$ cat src/rtl/ldtu_hamm_odecoder.sv
// Read-side Hamming decoder for the LiTe-DTU output path: pulls 38-bit words from the
// Hamming FIFO, corrects single-bit errors, flags uncorrectable words, buffers two results.
module ldtu_hamm_odecoder #(
  parameter int Nbits_ham  = 38,
  parameter int Nbits_data = 32,
  parameter int Nbits_cnt  = 16
) (
  input  logic                  CLK,
  input  logic                  reset,
  input  logic                  empty_signal,
  input  logic [Nbits_ham-1:0]  data_input,
  input  logic                  decode_signal,
  output logic                  read_signal,
  output logic [Nbits_data-1:0] data_out,
  output logic                  data_ded,
  output logic                  data_valid,
  input  logic                  data_ready,
  output logic                  sec_error,
  output logic                  ded_error,
  output logic [Nbits_cnt-1:0]  sec_count,
  output logic [Nbits_cnt-1:0]  ded_count,
  input  logic                  clear_counters
);

  localparam int Nsyn = 6;

  logic [Nsyn-1:0]       syn;
  logic [Nbits_ham-1:0]  fixed;
  logic [Nbits_data-1:0] dec_data;
  logic                  dec_sec;
  logic                  dec_ded;

  // NOTE: every variable gets a default at the top of always_comb so no path infers a latch.
  always_comb begin
    syn = '0;
    for (int p = 1; p <= Nbits_ham; p++) begin
      for (int k = 0; k < Nsyn; k++) begin
        if (((p >> k) & 1) == 1) syn[k] = syn[k] ^ data_input[p-1];
      end
    end

    // Syndromes above the word length match no position, so DED words pass through unmodified.
    fixed = data_input;
    for (int p = 1; p <= Nbits_ham; p++) begin
      if (syn == Nsyn'(p)) fixed[p-1] = ~data_input[p-1];
    end

    // Data bit index = position - 1 - (number of parity positions at or below it).
    dec_data = '0;
    for (int p = 1; p <= Nbits_ham; p++) begin
      if ((p & (p - 1)) != 0) dec_data[p - 1 - $clog2(p + 1)] = fixed[p-1];
    end

    dec_sec = (syn != '0) && (syn <= Nsyn'(Nbits_ham));
    dec_ded = (syn > Nsyn'(Nbits_ham));
  end

  logic [Nbits_data-1:0] slot0_data;
  logic [Nbits_data-1:0] slot1_data;
  logic                  slot0_ded;
  logic                  slot1_ded;
  logic [1:0]            occ;
  logic                  inflight;
  logic                  push;
  logic                  pop;
  logic [2:0]            credit;

  assign push       = decode_signal;
  assign data_valid = (occ != 2'd0);
  assign pop        = data_valid && data_ready;
  assign data_out   = slot0_data;
  assign data_ded   = slot0_ded;

  // A read is issued only when the word it returns is sure to find a free slot.
  assign credit      = {1'b0, occ} + {2'b00, inflight} - {2'b00, pop};
  assign read_signal = !reset && !empty_signal && (credit < 3'd2);

  // NOTE: the two buffer slots are reset like any register because data_out must read 0 out of reset.
  always_ff @(posedge CLK or posedge reset) begin
    if (reset) begin
      slot0_data <= '0;
      slot1_data <= '0;
      slot0_ded  <= 1'b0;
      slot1_ded  <= 1'b0;
      occ        <= 2'd0;
      inflight   <= 1'b0;
      sec_error  <= 1'b0;
      ded_error  <= 1'b0;
      sec_count  <= '0;
      ded_count  <= '0;
    end else begin
      // NOTE: sequential state uses non-blocking '<=' so every register samples pre-edge values.
      inflight  <= read_signal;
      sec_error <= push && dec_sec;
      ded_error <= push && dec_ded;

      if (push && !pop) begin
        if (occ == 2'd0) begin
          slot0_data <= dec_data;
          slot0_ded  <= dec_ded;
        end else begin
          slot1_data <= dec_data;
          slot1_ded  <= dec_ded;
        end
        occ <= occ + 2'd1;
      end else if (!push && pop) begin
        slot0_data <= slot1_data;
        slot0_ded  <= slot1_ded;
        occ        <= occ - 2'd1;
      end else if (push && pop) begin
        if (occ == 2'd1) begin
          slot0_data <= dec_data;
          slot0_ded  <= dec_ded;
        end else begin
          slot0_data <= slot1_data;
          slot0_ded  <= slot1_ded;
          slot1_data <= dec_data;
          slot1_ded  <= dec_ded;
        end
      end

      if (clear_counters) begin
        sec_count <= '0;
        ded_count <= '0;
      end else begin
        if (push && dec_sec && (sec_count != '1)) sec_count <= sec_count + 1'b1;
        if (push && dec_ded && (ded_count != '1)) ded_count <= ded_count + 1'b1;
      end
    end
  end

endmodule

$ cat config.mk
export PLATFORM = sky130hd
export DESIGN_NAME = ldtu_hamm_odecoder
export DESIGN_NICKNAME = d
export VERILOG_FILES = /design/src/rtl/ldtu_hamm_odecoder.sv
export SDC_FILE = /design/constraint.sdc
export NUM_CORES = 1
export LEC_CHECK = 0
export CAP_MARGIN = 20
export CORE_ASPECT_RATIO = 0.75
export CORE_MARGIN = 5
export CORE_UTILIZATION = 30
export CTS_BUF_LIST = sky130_fd_sc_hd__clkbuf_4
export CTS_CLUSTER_SIZE = 8
export DETAILED_ROUTE_END_ITERATION = 12
export DONT_BUFFER_PORTS = 1
export GPL_ROUTABILITY_DRIVEN = 1
export GPL_TIMING_DRIVEN = 0
export HOLD_SLACK_MARGIN = 0.08
export SLEW_MARGIN = 20
export SYNTH_ARGS = -nofsm -noshare
export SYNTH_HDL_FRONTEND = slang
export SYNTH_SLANG_ARGS = --single-unit
$ cat constraint.sdc
create_clock -name CLK -period 5.1 [get_ports CLK]
set_input_delay 0.51 -clock CLK [delete_from_list [all_inputs] [get_ports CLK]]
set_output_delay 0.51 -clock CLK [all_outputs]
set_load 0.02 [all_outputs]
## After elaboration in Yosys (flattened, before gate mapping)

Cells that the tools add are included.

- Register bits after elaboration: 103
- Input bits: 44
- Logic and storage cells: 263

- Mux-type cells: 58
- Order comparisons: 3
- Reduce and logical (&&, ||, !) cells: 25
- Add/sub/neg operators: 6
- Bitwise logic cells: 122
- Equality and inequality tests: 39

Operators by type and width:

| kind | count |
|---|---|
| two-way mux 32 bit | 10 |
| equality test 6 x 5 -> 1 bit, second input constant | 15 |
| bitwise XOR 1 bit | 90 |
| two-way mux 16 bit | 4 |
| equality test 6 x 4 -> 1 bit, second input constant | 7 |
| two-way mux 1 bit | 42 |
| equality test 6 bit, second input constant | 6 |
| adder 16 x 1 -> 16 bit, second input constant | 2 |
| != test 16 bit, second input constant | 2 |
| NOT 1 bit | 32 |
| equality test 6 x 3 -> 1 bit, second input constant | 3 |
| logical AND 1 bit | 11 |
| nonzero test 2 bit | 5 |
| equality test 6 x 2 -> 1 bit, second input constant | 1 |
| greater-than comparator 6 bit, second input constant | 1 |
| less-or-equal comparator 6 bit, second input constant | 1 |
| != test 2 bit, second input constant | 3 |
| nonzero test 6 bit | 1 |
| logical NOT 1 bit | 4 |
| two-way mux 2 bit | 2 |
| AND reduction 4 bit | 1 |
| adder 2 x 1 -> 3 bit | 1 |
| < comparator 3 x 2 -> 1 bit, second input constant | 1 |
| nonzero test 3 bit | 1 |
| 7 further kinds | 7 |

## Longest topological paths before layout

Gate-level depths: netlist of the first run.

- Depth in word-level cells: 24
- Depth in mapped cells: 12
- Mapped depth without buffers: 11

## Worst setup path after synthesis of the first run

Ideal clock, no wire load.

- Path type: reg2out
- Start: reg occ[1]
- End: out read_signal
- Data required time: 4.590 ns
- Data arrival time: 2.735 ns
- Cell stages (with the launch flop): 11
- Slack: 1.855 ns
- Cells stage by stage: dfrtp_1 > inv_1 > ha_1 > inv_1 > nand2_1 > inv_1 > ha_1 > nand2b_1 > fa_1 > xor2_1 > nor4b_1

- Longest elaborated chain between the ends: 5

RTL lines:

| element | line | source |
|---|---|---|
| from (decl) | 62 | `logic [1:0] occ;` |
| from (signal assigned) | 105 | `occ <= occ + 2'd1;` |
| from (signal assigned) | 109 | `occ <= occ - 2'd1;` |
| nonzero test 2 bit | 69 | `assign data_valid = (occ != 2'd0);` |
| net data_valid | 16 | `output logic data_valid,` |
| logical AND 1 bit | 70 | `assign pop = data_valid && data_ready;` |
| subtractor 3 x 1 -> 3 bit | 75 | `assign credit = {1'b0, occ} + {2'b00, inflight} - {2'b00, pop};` |
| < comparator 3 x 2 -> 1 bit | 76 | `assign read_signal = !reset && !empty_signal && (credit < 3'd2);` |
| logical AND 1 bit | 76 |  |
| to (decl) | 13 | `output logic read_signal,` |

The timed path passes the listed nets, and every way through them passes these cells.

## Final worst setup path of the first run

Same ends and word-level chain as after synthesis.

==> out/results.md, run 1 <==
* **unrepaired setup endpoints after global routing** no
* **clock tree from TritonCTS** done
* **final worst-path cycle share** 80.7%
* **remaining design rule violation count** 0
* **Buffers on Ports** 0
* **layout overhead on the synthesized area** 8.76%
* **cell type with the largest total area after synthesis** dfrtp_1
* **startpoint of the lowest-slack hold path** empty_signal
* **setup bufs post-CTS** 0
* **clock edge transition at the registers on the reported setup and hold paths** 0.18 ns
* **last weighted congestion value of the routability-driven placer** 0.902
* **Die Span Y** 129 µm
* **dpl ws** 1.48 ns
* **TritonCTS Buffers** 9
* **area of all placed cells without fillers** 6180 µm²
* **most frequent CP cell** inv_1
* **worst path arrival time** 3.60 ns
* **leading cell type in the layout, fill and taps excluded** dfrtp_1
* **max-cap violations** 0
* **startpoint-to-endpoint class of the critical path** reg -> out
* **Largest stage delay, worst path** 0.91 ns
* **aggregate global routing overflow** 0
* **Rel. slew slack** 24.6%
* **Power Dens Cells** 542 nW/µm²
* **distinct cell type count of the synthesized netlist** 37
* **Critical Path Source Type** flop
* **commonest cells after routing, fill and taps aside** dfrtp_1, nor2_1, a21oi_1
* **routed wire length per instance** 19.1 µm
* **dpl cell area** 6020 µm²
* **antenna-violating nets left** 0
* **htree depth** 3
* **post-placement cell count** 839
* **horizontal die dimension** 169 µm
* **DRC marker count from the first detailed-route iteration** 331
* **drt total wl** 16300 µm
* **Final Slew Violations** 0
* **clock buffer depth** 2
* **non-filler cells in the finished layout** 856
* **number of placement rows** 43
* **die outline area** 21800 µm²
* **sink count of the clock tree** 103
* **via count of the first global-routing pass** 4179
* **Synth Cell Area** 5680 µm²
* **cell-by-cell listing of the critical path** inv_1 -> ha_1 -> inv_1 -> nand2_1 -> inv_1 -> ha_1 -> nand2b_1 -> fa_1 -> xor2_1 -> nor4b_1
* **highest ir drop seen on vdd** 0.207 mV
* **Worst Max-Slew Pin Slew** 1.11 ns
* **cell types occupying the most area after synthesis** dfrtp_1, xnor2_1, a21oi_1
* **critical path data required time** 4.59 ns
* **source of the worst register-to-register timing path** occ[1]$_DFFE_PP0P_
* **antenna violations before repair** 0
* **post-synthesis instance total** 591
* **Clock Latency Late Sink** 0.50 ns
* **Detailed Routing Iterations Pass 1** 7
* **fillers** 1945
* **Critical Path Start** occ[1]$_DFFE_PP0P_
* **Seq cells post-synth** 103
* **number of failing setup endpoints in the final timing report** 0
* **hold violation total from the final report** 0
* **leakage** 0.00242 µW
* **Detail Placement HPWL** 12600 µm
* **maximum frequency from static timing analysis** 0.243 GHz
* **outcome** finished clean
* **I/O pin cnt** 113
* **worst setup slack after layout** 0.986 ns
* **Worst setup EP type** output pin
* **initial core utilization** 30.6%
* **Std-Cell Core Area** 18600 µm²
* **area share of the largest cell type after synthesis** 45.4%
* **CP max-delay cell** nor4b_1
* **top fanout value on the critical path** 4
* **post-synth net total** 644
* **routed vias/inst** 5.13
* **largest net degree at the start of global routing** 54
* **global-route wire length before repair** 24900 µm
* **post-synthesis average cell area** 9.62 µm²
* **number of vias in the routed layout** 4387
* **worst path bufs/invs** 3
* **final period demand of the worst path** 4.11 ns
* **clock skew** 0.0277 ns
* **sequential-to-total area share from yosys stat** 45.4%
* **class of the tightest hold or removal check** in -> reg
* **Final Net Count** 657
* **fraction of final layout cells with drive strength greater than 1** 4.27%
* **sum of negative setup slack** 0 ns
* **GRT Overall Usage** 14.8%
* **dominant delay contributor by cell family on the critical path** simple AND/OR/NAND/NOR gates
* **Clk Tree Root Cell** clkbuf_4
* **Antenna diodes** 0
* **Ys Warns** 0
* **worst hold margin** 0.179 ns
## synthesized netlist by cell type
master / instances
dfrtp_1: 103
nor2_1: 91
a21oi_1: 73
xnor2_1: 67
nand2_1: 37
o22ai_1: 32
xor2_1: 30
clkbuf_1: 22
nand3_1: 20
xnor3_1: 15
inv_1: 14
nor3_1: 13
and3_1: 11
ha_1: 8
nand4_1: 7
nor4_1: 6
o21ai_0: 5
nand2b_1: 4
nor2b_1: 4
nor3b_1: 4
and4_1: 3
buf_2: 3
or3_1: 3
and2_1: 2
mux2_2: 2
a31o_2: 1
a41oi_1: 1
buf_1: 1
fa_1: 1
mux2i_1: 1
nor4b_1: 1
o21ai_1: 1
o21bai_1: 1
o31ai_1: 1
o41a_1: 1
or2_2: 1
xnor3_2: 1
## routing by layer
metal / track usage (%) / vias up / share of wire, %
li1: - / 2062 / -
met1: 20.4 / 2139 / 45
met2: 21.7 / 175 / 44
met3: 6.50 / 11 / 10
met4: 3.44 / 0 / 0.81
met5: 0 / - / 0
## registers in the layout, indices dropped and copies added, names as in the netlist
name and cells:
sec_count 16, sec_error 1, slot1_ded 1, data_ded 1
ded_count 16, slot1_data 32, ded_error 1, data_out 32
occ 2, inflight 1
## power breakdown
group	switching [µW]	internal, µW
combinational	909	523
sequential	381	1100
clock	320	116
## worst reg2reg max path: stages, from the launching register on
cell and delay (ns):
dfrtp_1 0.46, inv_1 0.09, ha_1 0.20, inv_1 0.22, nand2_1 0.18, inv_1 0.16
ha_1 0.24, nand2b_1 0.15, fa_1 0.37, xor2_1 0.16, nor4b_1 0.91
## what timing repair did
action,CTS,global route
hold buffers,1,0
endpoints found under the setup margin,0,0
gates resized for setup,0,0
hold endpoints to repair,52,0
## path summary, 6_finish.rpt
kind	end	slack, ns	cells past startpoint
worst min register to register	occ[0]$_DFFE_PP0P_	0.54	1
worst min-delay path	inflight$_DFF_PP0_	0.18	1
min in group asynchronous	data_out[23]$_DFFE_PP0P_	0.52	2
max in group asynchronous	ded_count[8]$_DFFE_PP0P_	3.94	3
worst max-delay path	read_signal	0.99	10
worst max register to register	inflight$_DFF_PP0_	1.79	10
## metrics by stage
stage | util, % | power [µW]
2_1_floorplan | - | 2520
3_3_place_gp | 32.3 | 2900
3_5_place_dp | 32.5 | 2930
4_1_cts | 33.3 | 3370
5_1_grt | 33.3 | 3610
6_report | 33.3 | 3350
## layout make-up
cell class,count,area (µm²),area share (%)
multi-input cells,448,2950,47.8
flip-flops and latches,103,2580,41.7
well taps,247,309,5.00
plain buffers,26,101,1.64
clock inverters,7,78.8,1.28
clock buffers,9,67.6,1.09
inverters,14,57.6,0.931
repair buffers,2,37.5,0.607
## cell families after synthesis
kind of cell | Yosys count | synth area share (%)
xor+xnor | 113 | 21.3
buf+inv | 40 | 2.71
compound gates | 116 | 11.3
fa+ha+maj | 9 | 2.11
simple gates | 207 | 16.7
mux | 3 | 0.572
flops | 103 | 45.4
Note: power is estimated with default switching activity, not from simulation.
==> run 2: changes to the inputs <==
==> constraint.sdc (replaced) <==
create_clock -name CLK -period 3.87 [get_ports CLK]
set_input_delay 0.387 -clock CLK [delete_from_list [all_inputs] [get_ports CLK]]
set_output_delay 0.387 -clock CLK [all_outputs]
set_load 0.02 [all_outputs]
==> out/results.md, run 2 (synthesized netlist as in run 1, its figures left out) <==
* **max-cap violations** 0, unchanged
* **initial core utilization** 30.6%, unchanged
* **fillers** 1930, was 1945
* **antenna violations before repair** 0, unchanged
* **highest ir drop seen on vdd** 0.263 mV, was 0.207 mV
* **Clock Latency Late Sink** 0.49 ns, was 0.50 ns
* **reg2reg setup slack** 0.76 ns, was 1.79 ns
* **portion of total power attributed to sequential cells** 43.9%, was 44.2%
* **clock edge transition at the registers on the reported setup and hold paths** 0.20 ns, was 0.18 ns
* **switching share of total power** 48.0%, was 48.1%
* **routed wire length per instance** 19.0 µm, was 19.1 µm
* **sink count of the clock tree** 103, unchanged
* **fraction of final layout cells with drive strength greater than 1** 4.34%, was 4.27%
* **Worst setup EP type** output pin, unchanged
* **worst path arrival time** 3.13 ns, was 3.60 ns
* **remaining design rule violation count** 0, unchanged
* **critical path data required time** 3.48 ns, was 4.59 ns
* **commonest cells after routing, fill and taps aside** dfrtp_1, nor2_1, a21oi_1, unchanged
* **global-route wire length before repair** 25400 µm, was 24900 µm
* **Rel. slew slack** 52.5%, was 24.6%
* **Die Span Y** 129 µm, unchanged
* **DRC marker count from the first detailed-route iteration** 358, was 331
* **Antenna diodes** 0, unchanged
* **Final Net Count** 670, was 657
* **maximum frequency from static timing analysis** 0.284 GHz
* **Std-Cell Core Area** 18600 µm², unchanged
* **via count of the first global-routing pass** 4249, was 4179
* **routed vias/inst** 5.08, was 5.13
* **Clock Power Share** 12.9%, was 13.0%
* **utilization after layout** 34.1%, was 33.3%
* **clock tree from TritonCTS** done, unchanged
* **horizontal die dimension** 169 µm, unchanged
* **class of the tightest hold or removal check** in -> reg, unchanged
* **number of placement rows** 43, unchanged
* **clock skew** 0.0262 ns, was 0.0277 ns
* **unrepaired setup endpoints after global routing** no, unchanged
* **startpoint-to-endpoint class of the critical path** reg -> out, unchanged
* **internal portion of total power** 2310 µW, was 1740 µW
* **number of vias in the routed layout** 4415, was 4387
* **area of all placed cells without fillers** 6330 µm², was 6180 µm²
* **layout overhead on the synthesized area** 11.3%, was 8.76%
* **htree depth** 3, unchanged
* **antenna-violating nets left** 0, unchanged
* **drt total wl** 16500 µm, was 16300 µm
* **hold violation total from the final report** 0, unchanged
* **leading cell type in the layout, fill and taps excluded** dfrtp_1, unchanged
* **Buffers on Ports** 0, unchanged
* **last weighted congestion value of the routability-driven placer** 0.902, unchanged
* **I/O pin cnt** 113, unchanged
* **Detail Placement HPWL** 12600 µm, unchanged
* **GRT Overall Usage** 15.1%, was 14.8%
* **dpl cell area** 6020 µm², unchanged
* **number of failing setup endpoints in the final timing report** 0, unchanged
* **TritonCTS Buffers** 9, unchanged
* **switching pwr** 2130 µW, was 1610 µW
* **final period demand of the worst path** 3.52 ns
* **Detailed Routing Iterations Pass 1** 5, was 7
* **Worst Max-Slew Pin Slew** 0.710 ns, was 1.11 ns
* **Power Dens Cells** 703 nW/µm², was 542 nW/µm²
* **aggregate global routing overflow** 0, unchanged
* **top fanout value on the critical path** 4, unchanged
* **setup bufs post-CTS** 0, unchanged
* **final worst-path cycle share** 90.9%
* **outcome** finished clean, unchanged
* **Critical Path Source Type** flop, unchanged
* **Logic pwr share** 43.2%, was 42.8%
* **largest net degree at the start of global routing** 54, unchanged
* **clock buffer depth** 2, unchanged
* **Clk Tree Root Cell** clkbuf_4, unchanged
* **die outline area** 21800 µm², unchanged
* **leakage** 0.00248 µW, was 0.00242 µW
* **Final Slew Violations** 0, unchanged
[run 2: cell types whose count changed in the layout (fill, tap and decap cells not counted)]
| cell | before | now |
|---|---|---|
| nor4b_1 | 1 | 0 |
| dlygate4sd3_1 | 1 | 14 |
| nor4b_4 | 0 | 1 |
[run 2: critical path, stage by stage (launching register included)]
cell and delay [ns]:
dfrtp_1 0.46, inv_1 0.09, ha_1 0.20, inv_1 0.22
nand2_1 0.18, inv_1 0.16, ha_1 0.24, nand2b_1 0.15
fa_1 0.37, xor2_1 0.18, nor4b_4 0.41
[run 2: area by class of cell]
type | count | area, µm² | area share, %
timing repair buffer | 15 | 168 | 2.65
multi-input combinational | 448 | 2970 | 46.9
sequential | 103 | 2580 | 40.7
inverter | 14 | 57.6 | 0.910
clock buffer | 9 | 67.6 | 1.07
tap | 247 | 309 | 4.89
buffer | 26 | 101 | 1.60
clock inverter | 7 | 78.8 | 1.25
[run 2: routing by layer]
metal | global-route usage, % | vias up | wire [µm]
li1 | - | 2092 | -
met1 | 20.7 | 2156 | 7480
met2 | 22.2 | 158 | 7230
met3 | 6.50 | 9 | 1690
met4 | 3.24 | 0 | 116
met5 | 0 | - | 0
[run 2: through the flow]
stage	hold slack, ns	cells	total power [µW]	setup TNS [ns]	setup WS (ns)
after floorplan	0.478	591	3320	0	0.748
after global placement	0.495	838	3820	-49.23	-0.488
after detailed placement	0.325	839	3860	0	0.376
after CTS	0.0888	869	4460	0	0.122
after global routing	0.0999	869	4790	0	0.129
final	0.140	869	4450	0	0.351
[run 2: what timing repair did]
item / CTS / global route
gates resized for setup: 1 / 1
endpoints found under the hold margin: 71 / 0
setup endpoints to repair: 1 / 1
hold buffers: 14 / 0
[run 2: final timing paths]
| kind | start | to | depth (start not counted) |
|---|---|---|---|
| max | occ[1]$_DFFE_PP0P_ | read_signal | 10 |
| min | data_input[25] | slot1_data[20]$_DFFE_PP0P_ | 2 |
| max reg2reg | occ[1]$_DFFE_PP0P_ | slot1_data[7]$_DFFE_PP0P_ | 11 |
| min reg2reg | occ[0]$_DFFE_PP0P_ | occ[0]$_DFFE_PP0P_ | 1 |
| max in group asynchronous | reset | ded_count[8]$_DFFE_PP0P_ | 3 |
| min in group asynchronous | reset | data_out[17]$_DFFE_PP0P_ | 2 |
[run 2: power by group through the flow]
stage	Clock, µW	Sequential (µW)	Combinational, µW
finish	572	1950	1920
global placement	0	1980	1830
CTS	598	1970	1900
detailed placement	0	1990	1870
global route	643	2010	2130
floorplan	0	1880	1430
